===== src/rtl/decomp_sequencer_if.sv =====
// Bus bundle between the decompression sequencer, the CPU fetch port,
// compressed program memory and the token table.
interface decomp_sequencer_if #(
  parameter int WIDTH  = 32,
  parameter int TBL_AW = 7
);
  logic              cpu_req;
  logic [WIDTH-1:0]  cpu_pc;
  logic              instr_valid;
  logic [WIDTH-1:0]  instr_out;
  logic              fetch_req;
  logic [WIDTH-1:0]  fetch_addr;
  logic              fetch_ack;
  logic [WIDTH-1:0]  fetch_data;
  logic [TBL_AW-1:0] tbl_addr;
  logic [WIDTH-1:0]  tbl_data;
  logic              bad_token;
  logic              busy;

  // CPU, memory and table side
  modport master (
    output cpu_req, cpu_pc, fetch_ack, fetch_data, tbl_data,
    input  instr_valid, instr_out, fetch_req, fetch_addr, tbl_addr, bad_token, busy
  );

  // Sequencer side
  modport slave (
    input  cpu_req, cpu_pc, fetch_ack, fetch_data, tbl_data,
    output instr_valid, instr_out, fetch_req, fetch_addr, tbl_addr, bad_token, busy
  );
endinterface


===== src/rtl/decomp_sequencer.sv =====
// Control FSM for the instruction decompressor: tracks CPU PC vs compressed PC,
// fetches compressed words and expands escape tokens into two table entries.
module decomp_sequencer #(
  parameter int                 WIDTH    = 32,
  parameter int                 PC_INC   = 4,
  parameter int                 OP_BITS  = 4,
  parameter logic [OP_BITS-1:0] OPCODE   = 4'b1111,
  parameter int                 TBL_AW   = 7,
  parameter int                 TBL_SIZE = 102
) (
  input logic                clk,
  input logic                reset,
  decomp_sequencer_if.slave  bus
);

  localparam logic [2:0] S_IDLE  = 3'd0;
  localparam logic [2:0] S_FETCH = 3'd1;
  localparam logic [2:0] S_TBL_A = 3'd2;
  localparam logic [2:0] S_TBL_B = 3'd3;
  localparam logic [2:0] S_TBL_C = 3'd4;

  // Last index whose pair (idx, idx+1) is still inside the table
  localparam logic [TBL_AW-1:0] IDX_MAX = TBL_AW'(TBL_SIZE - 2);

  logic [2:0]       state;
  logic [WIDTH-1:0] exp_pc;
  logic [WIDTH-1:0] cmp_pc;
  logic [WIDTH-1:0] hold;
  logic             hold_valid;

  logic [TBL_AW-1:0] idx;
  logic              is_token;
  logic              idx_ok;

  function automatic logic [WIDTH-1:0] pc_next(input logic [WIDTH-1:0] pc);
    return pc + WIDTH'(PC_INC);
  endfunction

  always_comb begin
    idx      = bus.fetch_data[TBL_AW-1:0];
    is_token = (bus.fetch_data[WIDTH-1 -: OP_BITS] == OPCODE);
    idx_ok   = (idx <= IDX_MAX);
  end

  always_ff @(posedge clk) begin
    if (reset) begin
      state           <= S_IDLE;
      bus.instr_valid <= 1'b0;
      bus.instr_out   <= '0;
      bus.fetch_req   <= 1'b0;
      bus.fetch_addr  <= '0;
      bus.tbl_addr    <= '0;
      bus.bad_token   <= 1'b0;
      bus.busy        <= 1'b0;
      exp_pc          <= '0;
      cmp_pc          <= '0;
      hold            <= '0;
      hold_valid      <= 1'b0;
    end else begin
      bus.instr_valid <= 1'b0;
      bus.bad_token   <= 1'b0;
      case (state)
        S_IDLE: begin
          // The delivery cycle itself consumes the request, so skip sampling then
          if (bus.cpu_req && !bus.instr_valid) begin
            if (bus.cpu_pc != exp_pc) begin
              hold_valid     <= 1'b0;
              exp_pc         <= bus.cpu_pc;
              cmp_pc         <= bus.cpu_pc;
              bus.fetch_addr <= bus.cpu_pc;
              bus.fetch_req  <= 1'b1;
              bus.busy       <= 1'b1;
              state          <= S_FETCH;
            end else if (hold_valid) begin
              bus.instr_out   <= hold;
              bus.instr_valid <= 1'b1;
              hold_valid      <= 1'b0;
              exp_pc          <= pc_next(exp_pc);
            end else begin
              bus.fetch_addr <= cmp_pc;
              bus.fetch_req  <= 1'b1;
              bus.busy       <= 1'b1;
              state          <= S_FETCH;
            end
          end
        end
        S_FETCH: begin
          if (bus.fetch_ack) begin
            bus.fetch_req <= 1'b0;
            if (is_token && idx_ok) begin
              bus.tbl_addr <= idx;
              state        <= S_TBL_A;
            end else begin
              // Raw word, or a token pointing outside the table passed through as raw
              bus.instr_out   <= bus.fetch_data;
              bus.instr_valid <= 1'b1;
              bus.bad_token   <= is_token;
              exp_pc          <= pc_next(exp_pc);
              cmp_pc          <= pc_next(cmp_pc);
              bus.busy        <= 1'b0;
              state           <= S_IDLE;
            end
          end
        end
        S_TBL_A: begin
          bus.tbl_addr <= bus.tbl_addr + TBL_AW'(1);
          state        <= S_TBL_B;
        end
        S_TBL_B: begin
          bus.instr_out   <= bus.tbl_data;
          bus.instr_valid <= 1'b1;
          exp_pc          <= pc_next(exp_pc);
          state           <= S_TBL_C;
        end
        S_TBL_C: begin
          // Second expansion word is parked for the next sequential request
          hold       <= bus.tbl_data;
          hold_valid <= 1'b1;
          cmp_pc     <= pc_next(cmp_pc);
          bus.busy   <= 1'b0;
          state      <= S_IDLE;
        end
        default: begin
          bus.fetch_req <= 1'b0;
          bus.busy      <= 1'b0;
          state         <= S_IDLE;
        end
      endcase
    end
  end

endmodule


===== src/flat_wrapper.sv =====
// flat-port wrapper written by rule: the top's interface ports become plain ports
module decomp_sequencer_flat 
#(
  parameter int                 WIDTH    = 32,
  parameter int                 PC_INC   = 4,
  parameter int                 OP_BITS  = 4,
  parameter logic [OP_BITS-1:0] OPCODE   = 4'b1111,
  parameter int                 TBL_AW   = 7,
  parameter int                 TBL_SIZE = 102
)
  (clk, reset, bus_cpu_req, bus_cpu_pc, bus_fetch_ack, bus_fetch_data, bus_tbl_data, bus_instr_valid, bus_instr_out, bus_fetch_req, bus_fetch_addr, bus_tbl_addr, bus_bad_token, bus_busy);
  decomp_sequencer_if #(.WIDTH(WIDTH), .TBL_AW(TBL_AW)) bus_i ();
  input logic clk;
  input logic reset;
  input wire logic [$bits(bus_i.cpu_req)-1:0] bus_cpu_req;
  input wire logic [$bits(bus_i.cpu_pc)-1:0] bus_cpu_pc;
  input wire logic [$bits(bus_i.fetch_ack)-1:0] bus_fetch_ack;
  input wire logic [$bits(bus_i.fetch_data)-1:0] bus_fetch_data;
  input wire logic [$bits(bus_i.tbl_data)-1:0] bus_tbl_data;
  output wire logic [$bits(bus_i.instr_valid)-1:0] bus_instr_valid;
  output wire logic [$bits(bus_i.instr_out)-1:0] bus_instr_out;
  output wire logic [$bits(bus_i.fetch_req)-1:0] bus_fetch_req;
  output wire logic [$bits(bus_i.fetch_addr)-1:0] bus_fetch_addr;
  output wire logic [$bits(bus_i.tbl_addr)-1:0] bus_tbl_addr;
  output wire logic [$bits(bus_i.bad_token)-1:0] bus_bad_token;
  output wire logic [$bits(bus_i.busy)-1:0] bus_busy;
  assign bus_i.cpu_req = bus_cpu_req;
  assign bus_i.cpu_pc = bus_cpu_pc;
  assign bus_i.fetch_ack = bus_fetch_ack;
  assign bus_i.fetch_data = bus_fetch_data;
  assign bus_i.tbl_data = bus_tbl_data;
  assign bus_instr_valid = bus_i.instr_valid;
  assign bus_instr_out = bus_i.instr_out;
  assign bus_fetch_req = bus_i.fetch_req;
  assign bus_fetch_addr = bus_i.fetch_addr;
  assign bus_tbl_addr = bus_i.tbl_addr;
  assign bus_bad_token = bus_i.bad_token;
  assign bus_busy = bus_i.busy;
  decomp_sequencer #(.WIDTH(WIDTH), .PC_INC(PC_INC), .OP_BITS(OP_BITS), .OPCODE(OPCODE), .TBL_AW(TBL_AW), .TBL_SIZE(TBL_SIZE)) u_core (.clk(clk), .reset(reset), .bus(bus_i));
endmodule

===== config.mk =====
export PLATFORM = sky130hd
export DESIGN_NAME = decomp_sequencer_flat
export DESIGN_NICKNAME = d
export VERILOG_FILES = /design/src/rtl/decomp_sequencer_if.sv /design/src/rtl/decomp_sequencer.sv /design/src/flat_wrapper.sv
export SDC_FILE = /design/constraint.sdc
export NUM_CORES = 1
export LEC_CHECK = 0
export BUFFER_PORTS_ARGS = -buffer_cell sky130_fd_sc_hd__buf_2
export CORE_MARGIN = 1.5
export CORE_UTILIZATION = 56
export DETAILED_ROUTE_END_ITERATION = 8
export GPL_ROUTABILITY_DRIVEN = 0
export PLACE_DENSITY = 0.91
export SYNTH_ARGS = -nofsm -noshare
export SYNTH_HDL_FRONTEND = slang
export SYNTH_SLANG_ARGS = --single-unit

===== constraint.sdc =====
create_clock -name clk -period 2.9 [get_ports clk]
set_input_delay 0.145 -clock clk [delete_from_list [all_inputs] [get_ports clk]]
set_output_delay 0.145 -clock clk [all_outputs]
set_load 0.005 [all_outputs]

==> summary.txt, run 1 <==
STA
  – Final number of max-transition violations: 0
  – Crit path time final: 2.74 ns
  – Clock skew: 0.00915 ns
  – Post-Route Setup TNS: 0 ns
  – Post-route clock period utilization: 94.6%
  – Tightest Pin Transition: 0.686 ns
  – Max Freq: 365 MHz
  – Final setup viols: 0
  – RSZ-0062 raised after global routing: no
  – Fin. Hold Viols: 0
  – Slew headroom: 54.1%

Synthesis
  – Syn nets: 1,302
  – Post-synth ARST share: 0%
  – Number of synthesized register bits: 175
  – Post-synth EDFFs: 0
  – Top cell type's share of synthesized area: 37.1%
  – Most common cell in the netlist: nand2_1
  – Primary FF master, synth: dfxtp_1
  – Synth area leaders: dfxtp_1, nand2_1, mux2i_1, a21oi_1, nor2_1
  – Seq/Total Area, Yosys: 37.1%
  – Mapped Area: 9430 um^2
  – Post-Syn Instances: 1,199
  – Post-synth top cells: nand2_1, dfxtp_1, a21oi_1
  – Synth Area per Inst: 7.87 um^2
  – YS warnings: 0
  – Distinct cells, synth: 77
  – Synth area leader: dfxtp_1

Routing
  – DRT iter0 DRCs: 1,709
  – DRC Markers: 0
  – Total length of routed wires: 29,900 um
  – Wire per inst: 18.7 um
  – Vias per cell: 6.40
  – Vias: 10,200
  – Remaining antenna violation count: 0
  – Initial DRT Pass Iterations: 6

Min path
  – Hold crit path type: in -> reg

Clocking
  – CTS Buffer Depth: 2
  – Skew-Pair Late Insertion Delay: 0.44 ns
  – Cts bufs inserted: 17
  – CTS root buf: clkbuf_16
  – H-tree levels: 4
  – Num Clock Sinks: 175
  – Clock slew seen by the registers of the worst setup and hold paths: 0.07 ns
  – Post-CTS setup buffer count: 0
  – CTS tree: built

Place
  – I/O Buffers: 174
  – DP Area: 10,400 um^2
  – DPL Wire Length: 18,400 um

GRT
  – Antenna violations before repair: 5
  – Largest net degree at the start of global routing: 77
  – Vias in the first global route: 9,462
  – GRT Total Usage: 33.3%
  – First-pass GRT wire length: 47,400 um
  – Gr ovfl total: 0

Job
  – Max-Cap Viols: 0

Worst setup path
  – Kind of critical path: reg -> reg
  – WP data arrival: 3.03 ns
  – Crit path capture type: flip-flop
  – CP Max Fanout: 54
  – Crit-path max cell delay: 0.39 ns
  – Worst EP required: 3.19 ns
  – Critical-path top delay cell: o21ba_2
  – Crit path launch type: flip-flop
  – CP Cell Sequence: xnor2_1, nand4_1, nor4_4, nand2_2, o21ba_2, buf_4, nor2_1, a311oi_1

Power and ir drop
  – Power per cell area: 541 nW/um^2
  – Pleak: 4.31 nW
  – Worst VDD drop: 465 uV

Layout
  – Flip-flop and latch area: 3500 um^2
  – Fillers: 1,198
  – Layout overhead on the synthesized area: 20.5%
  – Cell area after layout: 11,400 um^2
  – Multi-input logic area: 5440 um^2
  – NumNets Final: 1,459
  – Share of layout cells above drive strength 1: 19.5%

Floorplan
  – Full die area: 17,600 um^2
  – Die Wd: 133 um
  – Die height: 133 um
  – # rows: 47
  – Initial Utilization: 57.1%
  – I/O Pins: 175
  – Core area: 16,500 um^2

Outcome
  – Status: complete, no violations
[worst paths after layout]
| path | startpoint | end | slack [ns] | depth (start not counted) |
|---|---|---|---|---|
| min reg2reg | u_core.hold[4]$_SDFFE_PP0P_ | u_core.hold[4]$_SDFFE_PP0P_ | 0.46 | 2 |
| max | u_core.exp_pc[24]$_SDFFE_PP0P_ | u_core.bus.fetch_addr[23]$_SDFFE_PP0P_ | 0.16 | 8 |
| max reg2reg | u_core.exp_pc[24]$_SDFFE_PP0P_ | u_core.bus.fetch_addr[23]$_SDFFE_PP0P_ | 0.16 | 8 |
| min | bus_fetch_data[1] | u_core.bus.tbl_addr[1]$_SDFFE_PP0P_ | 0.008 | 3 |
[area by class of cell]
| class | count | share of cell area [%] |
|---|---|---|
| Multi-Input combinational cell | 908 | 47.8 |
| Sequential cell | 175 | 30.8 |
| Timing Repair Buffer | 233 | 12.7 |
| Clock buffer | 19 | 3.98 |
| Tap cell | 220 | 2.42 |
| Clock inverter | 13 | 1.40 |
| Inverter | 21 | 0.693 |
| Antenna cell | 5 | 0.110 |
[cell usage in the layout, fill, tap and decap left out, drive strengths merged, types with 5 or more instances in the layout]
master / count
mux2i: 76
a21oi: 123
xnor2: 32
nor2b: 5
diode: 5
inv: 24
o22ai: 5
or3: 7
nor4: 5
o21ai: 66
and2: 8
a211oi: 14
nor2: 102
a31oi: 6
dlygate4sd3: 33
dfxtp: 175
nand2b: 8
nand3: 48
nand2: 214
a311oi: 31
nand4: 18
a21o: 6
nor3: 27
o32ai: 28
clkbuf: 19
and4: 8
and3: 9
buf: 200
o31ai: 7
[critical path, delay by kind of cell, from the launching register on]
kind	cells	cell delay (ns)
xor+xnor	1	0.28
buf+inv	1	0.35
simple gates	4	1.10
flops	1	0.38
compound gates	2	0.46
[report_power, final]
part | leakage (nW) | internal [mW] | total, mW | switching [mW]
clock network | 0.296 | 1.40 | 2.41 | 1.01
registers | 1.43 | 2.55 | 2.70 | 0.150
logic | 2.58 | 0.429 | 1.04 | 0.609
total | 4.31 | 4.38 | 6.15 | 1.77
[state kept, by name, summed over array words and instances (netlist names)]
| register | cells |
|---|---|
| u_core.cmp_pc | 32 |
| u_core.bus.instr_valid | 1 |
| u_core.bus.busy | 1 |
| u_core.bus.bad_token | 1 |
| u_core.bus.tbl_addr | 7 |
| u_core.hold_valid | 1 |
| u_core.bus.instr_out | 32 |
| u_core.state | 3 |
| u_core.bus.fetch_req | 1 |
| u_core.exp_pc | 32 |
| u_core.bus.fetch_addr | 32 |
| u_core.hold | 32 |
[metrics by stage]
| step | power (mW) | util (%) | hold slack, ns | cells | setup WS (ns) |
|---|---|---|---|---|---|
| 6_report | 6.15 | 68.8 | 0.00801 | 1594 | 0.157 |
| 5_1_grt | 6.34 | 68.8 | 0.0133 | 1593 | 0.00518 |
| 4_1_cts | 6.10 | 68.7 | 0.0110 | 1589 | 0.207 |
| 3_5_place_dp | 3.70 | 63.0 | 0.405 | 1524 | 0.293 |
| 3_3_place_gp | 3.67 | 63.0 | 0.399 | 1524 | 0.349 |
| 2_1_floorplan | 3.36 | - | 0.281 | 1199 | 0.597 |
[per-layer routing]
| metal | routed length [um] | vias up | global-route usage, % |
|---|---|---|---|
| li1 | - | 4623 | - |
| met1 | 11600 | 4744 | 42.0 |
| met2 | 13800 | 681 | 52.7 |
| met3 | 2900 | 149 | 7.20 |
| met4 | 1580 | 0 | 19.1 |
| met5 | 0 | - | 0 |
[kinds of logic after synthesis]
kind of cell               share of synthesized area [%]
adders and majority gates                          0.398
and+or+nand+nor                                     23.5
DFF                                                 37.1
xor gates and xnor gates                            2.97
AOI/OAI and AO/OA                                   22.3
buffers and inverters                               5.61
muxes                                               8.06
[what timing repair did]
| action | 4_1_cts | 5_1_grt |
|---|---|---|
| resized for setup | 0 | 1 |
| hold endpoints to repair | 33 | 0 |
| setup endpoints to repair | 0 | 2 |
| hold buffers | 33 | 0 |
Note: power is estimated with default switching activity, not from simulation.
==> run 2, diff against run 1 <==
- PLACE_DENSITY: 0.91 -> unset
- PLACE_DENSITY_LB_ADDON: unset -> 0.05
==> summary.txt, run 2 (same netlist as run 1, synthesis figures left out) <==
Power and ir drop
  – Clock network power share: 38.2% (was 39.2%)
  – P_int: 4.21 mW (was 4.38 mW)
  – Total Power: 6.00 mW (was 6.15 mW)
  – Power per cell area: 529 nW/um^2 (was 541 nW/um^2)
  – Reg power frac: 44.9% (was 43.9%)
  – NetSw: 1.79 mW (was 1.77 mW)
  – Pleak: 4.31 nW (about the same)
  – Worst VDD drop: 472 uV (was 465 uV)
  – Switch share: 29.8% (was 28.7%)
  – Gate power share: 16.9% (about the same)

Floorplan
  – Die Wd: 133 um (unchanged)
  – I/O Pins: 175 (unchanged)
  – Core area: 16,500 um^2 (unchanged)
  – Die height: 133 um (unchanged)
  – Full die area: 17,600 um^2 (unchanged)
  – Initial Utilization: 57.1% (unchanged)
  – # rows: 47 (unchanged)

Place
  – DPL Wire Length: 17,700 um (was 18,400 um)
  – I/O Buffers: 174 (unchanged)
  – Inst Count DP: 1,528 (was 1,524)

Min path
  – Hold crit path type: in -> reg (unchanged)

Layout
  – Final Util: 68.7% (was 68.8%)
  – Multi-input logic area: 5440 um^2 (unchanged)
  – N_diodes: 0 (was 5)
  – NumNets Final: 1,463 (was 1,459)
  – Highest-count cells in the layout ignoring fill and taps: nand2_1, dfxtp_1, buf_2 (unchanged)
  – Flip-flop and latch area: 3500 um^2 (unchanged)
  – Fillers: 1,436 (was 1,198)
  – Non-Filler Instances: 1,593 (was 1,594)
  – Layout overhead on the synthesized area: 20.3% (was 20.5%)
  – Share of layout cells above drive strength 1: 19.7% (was 19.5%)
  – Most common cell after layout, fill and taps aside: nand2_1 (unchanged)

STA
  – Max Freq: 367 MHz (was 365 MHz)
  – Final setup viols: 0 (unchanged)
  – Post-Route Setup TNS: 0 ns (unchanged)
  – RSZ-0062 raised after global routing: no (unchanged)
  – Fin. Hold Viols: 0 (unchanged)
  – Slew headroom: 41.3% (was 54.1%)
  – Tightest Pin Transition: 0.880 ns (was 0.686 ns)
  – Final number of max-transition violations: 0 (unchanged)
  – Post-route clock period utilization: 93.8% (was 94.6%)
  – Crit path time final: 2.72 ns (was 2.74 ns)
  – Clock skew: 0.00990 ns (was 0.00915 ns)

GRT
  – Gr ovfl total: 0 (unchanged)
  – Vias in the first global route: 8,744 (was 9,462)
  – Largest net degree at the start of global routing: 168 (was 77)
  – Gr busiest metal: met2 (unchanged)
  – First-pass GRT wire length: 44,700 um (was 47,400 um)
  – GRT met2 Usage: 48.1% (was 52.7%)
  – GRT Total Usage: 31.3% (was 33.3%)
  – Met3 Usage GRT: 7.39% (was 7.20%)
  – GR Util met1: 43.3% (was 42.0%)
  – Antenna violations before repair: 0 (was 5)

Worst setup path
  – FF-to-FF setup slack: 0.18 ns (was 0.16 ns)
  – Critical path's top delay family: simple AND/OR/NAND/NOR gates (unchanged)
  – Kind of critical path: reg -> reg (unchanged)
  – Crit path capture type: flip-flop (unchanged)
  – Crit-path max cell delay: 0.45 ns (was 0.39 ns)
  – Critical-path top delay cell: nor4_4 (was o21ba_2)
  – Worst path bufs/invs: 2 (was 1)
  – CP Cell Sequence: xnor2_1, nand4_1, nor4_4, nand2_2, buf_4, o22ai_4, buf_12, mux2i_1, nor2_1 (was xnor2_1, nand4_1, nor4_4, nand2_2, o21ba_2, buf_4, nor2_1, a311oi_1)
  – Worst EP required: 3.20 ns (was 3.19 ns)
  – WP data arrival: 3.02 ns (was 3.03 ns)
  – CP Max Fanout: 33 (was 54)
  – Crit path launch type: flip-flop (unchanged)

Routing
  – Vias per cell: 5.99 (was 6.40)
  – DRC Markers: 0 (unchanged)
  – DRT iter0 DRCs: 877 (was 1,709)
  – Wire per inst: 17.3 um (was 18.7 um)
  – Vias: 9,547 (was 10,200)
  – Total length of routed wires: 27,500 um (was 29,900 um)
  – Initial DRT Pass Iterations: 6 (unchanged)
  – Remaining antenna violation count: 0 (unchanged)

Clocking
  – Post-CTS setup buffer count: 0 (unchanged)
  – Cts bufs inserted: 17 (unchanged)
  – Clock slew seen by the registers of the worst setup and hold paths: 0.07 ns (about the same)
  – H-tree levels: 4 (unchanged)
  – CTS Buffer Depth: 2 (unchanged)
  – CTS tree: built (unchanged)
  – Skew-Pair Late Insertion Delay: 0.44 ns (about the same)
  – Num Clock Sinks: 175 (unchanged)
  – CTS root buf: clkbuf_16 (unchanged)

Outcome
  – Status: complete, no violations (unchanged)

Job
  – Max-Cap Viols: 0 (unchanged)
## run 2: cell count changes in the layout (fill, tap and decap cells not counted), sizes merged
cell      change
inv           +4
diode         -5
buf           +4
clkinvlp      -1
clkbuf        -1
bufinv        -2
## run 2: metrics by stage
stage	hold slack, ns	cell area [um^2]	setup slack [ns]
floorplan	0.281	9430	0.597
global placement	0.398	10400	0.252
detailed placement	0.406	10400	0.225
CTS	0.0000250	11300	0.196
global route	0.0168	11300	0.0281
finish	0.0126	11300	0.179
## run 2: worst paths after layout
path                                  from                               endpoint  cells after the start
max          u_core.exp_pc[9]$_SDFFE_PP0P_  u_core.bus.instr_out[17]$_SDFFE_PP0P_                      9
min                      bus_fetch_data[1]    u_core.bus.tbl_addr[1]$_SDFFE_PP0P_                      3
max reg2reg  u_core.exp_pc[9]$_SDFFE_PP0P_  u_core.bus.instr_out[17]$_SDFFE_PP0P_                      9
min reg2reg   u_core.bus.busy$_SDFFE_PP0P_           u_core.bus.busy$_SDFFE_PP0P_                      2
## run 2: worst reg2reg max path: stages (launching register included)
cell,delay (ns)
dfxtp_1,0.35
xnor2_1,0.27
nand4_1,0.18
nor4_4,0.45
nand2_2,0.31
buf_4,0.29
o22ai_4,0.13
buf_12,0.27
mux2i_1,0.27
nor2_1,0.05
## run 2: final cells by class
type | instances | area share, %
Multi-Input combinational cell | 908 | 47.9
Sequential cell | 175 | 30.9
Timing Repair Buffer | 237 | 12.9
Clock buffer | 18 | 3.87
Tap cell | 220 | 2.43
Clock inverter | 14 | 1.29
Inverter | 21 | 0.695
## run 2: power by group through the flow
stage / registers, mW / clock network [mW] / logic (mW)
floorplan: 2.71 / 0 / 0.651
global route: 2.71 / 2.41 / 1.11
finish: 2.69 / 2.29 / 1.02
CTS: 2.69 / 2.33 / 1.00
global placement: 2.74 / 0 / 0.955
detailed placement: 2.74 / 0 / 0.963
## run 2: layer usage
| layer | part of all wire [%] | vias to the layer above |
|---|---|---|
| li1 | - | 4624 |
| met1 | 45 | 4494 |
| met2 | 45 | 379 |
| met3 | 7.9 | 50 |
| met4 | 2.3 | 0 |
| met5 | 0 | - |
## run 2: what timing repair did
item | CTS | global route
resized for setup | 0 | 1
setup endpoints to repair | 0 | 2
endpoints found under the hold margin | 33 | 0
hold buffers | 33 | 0
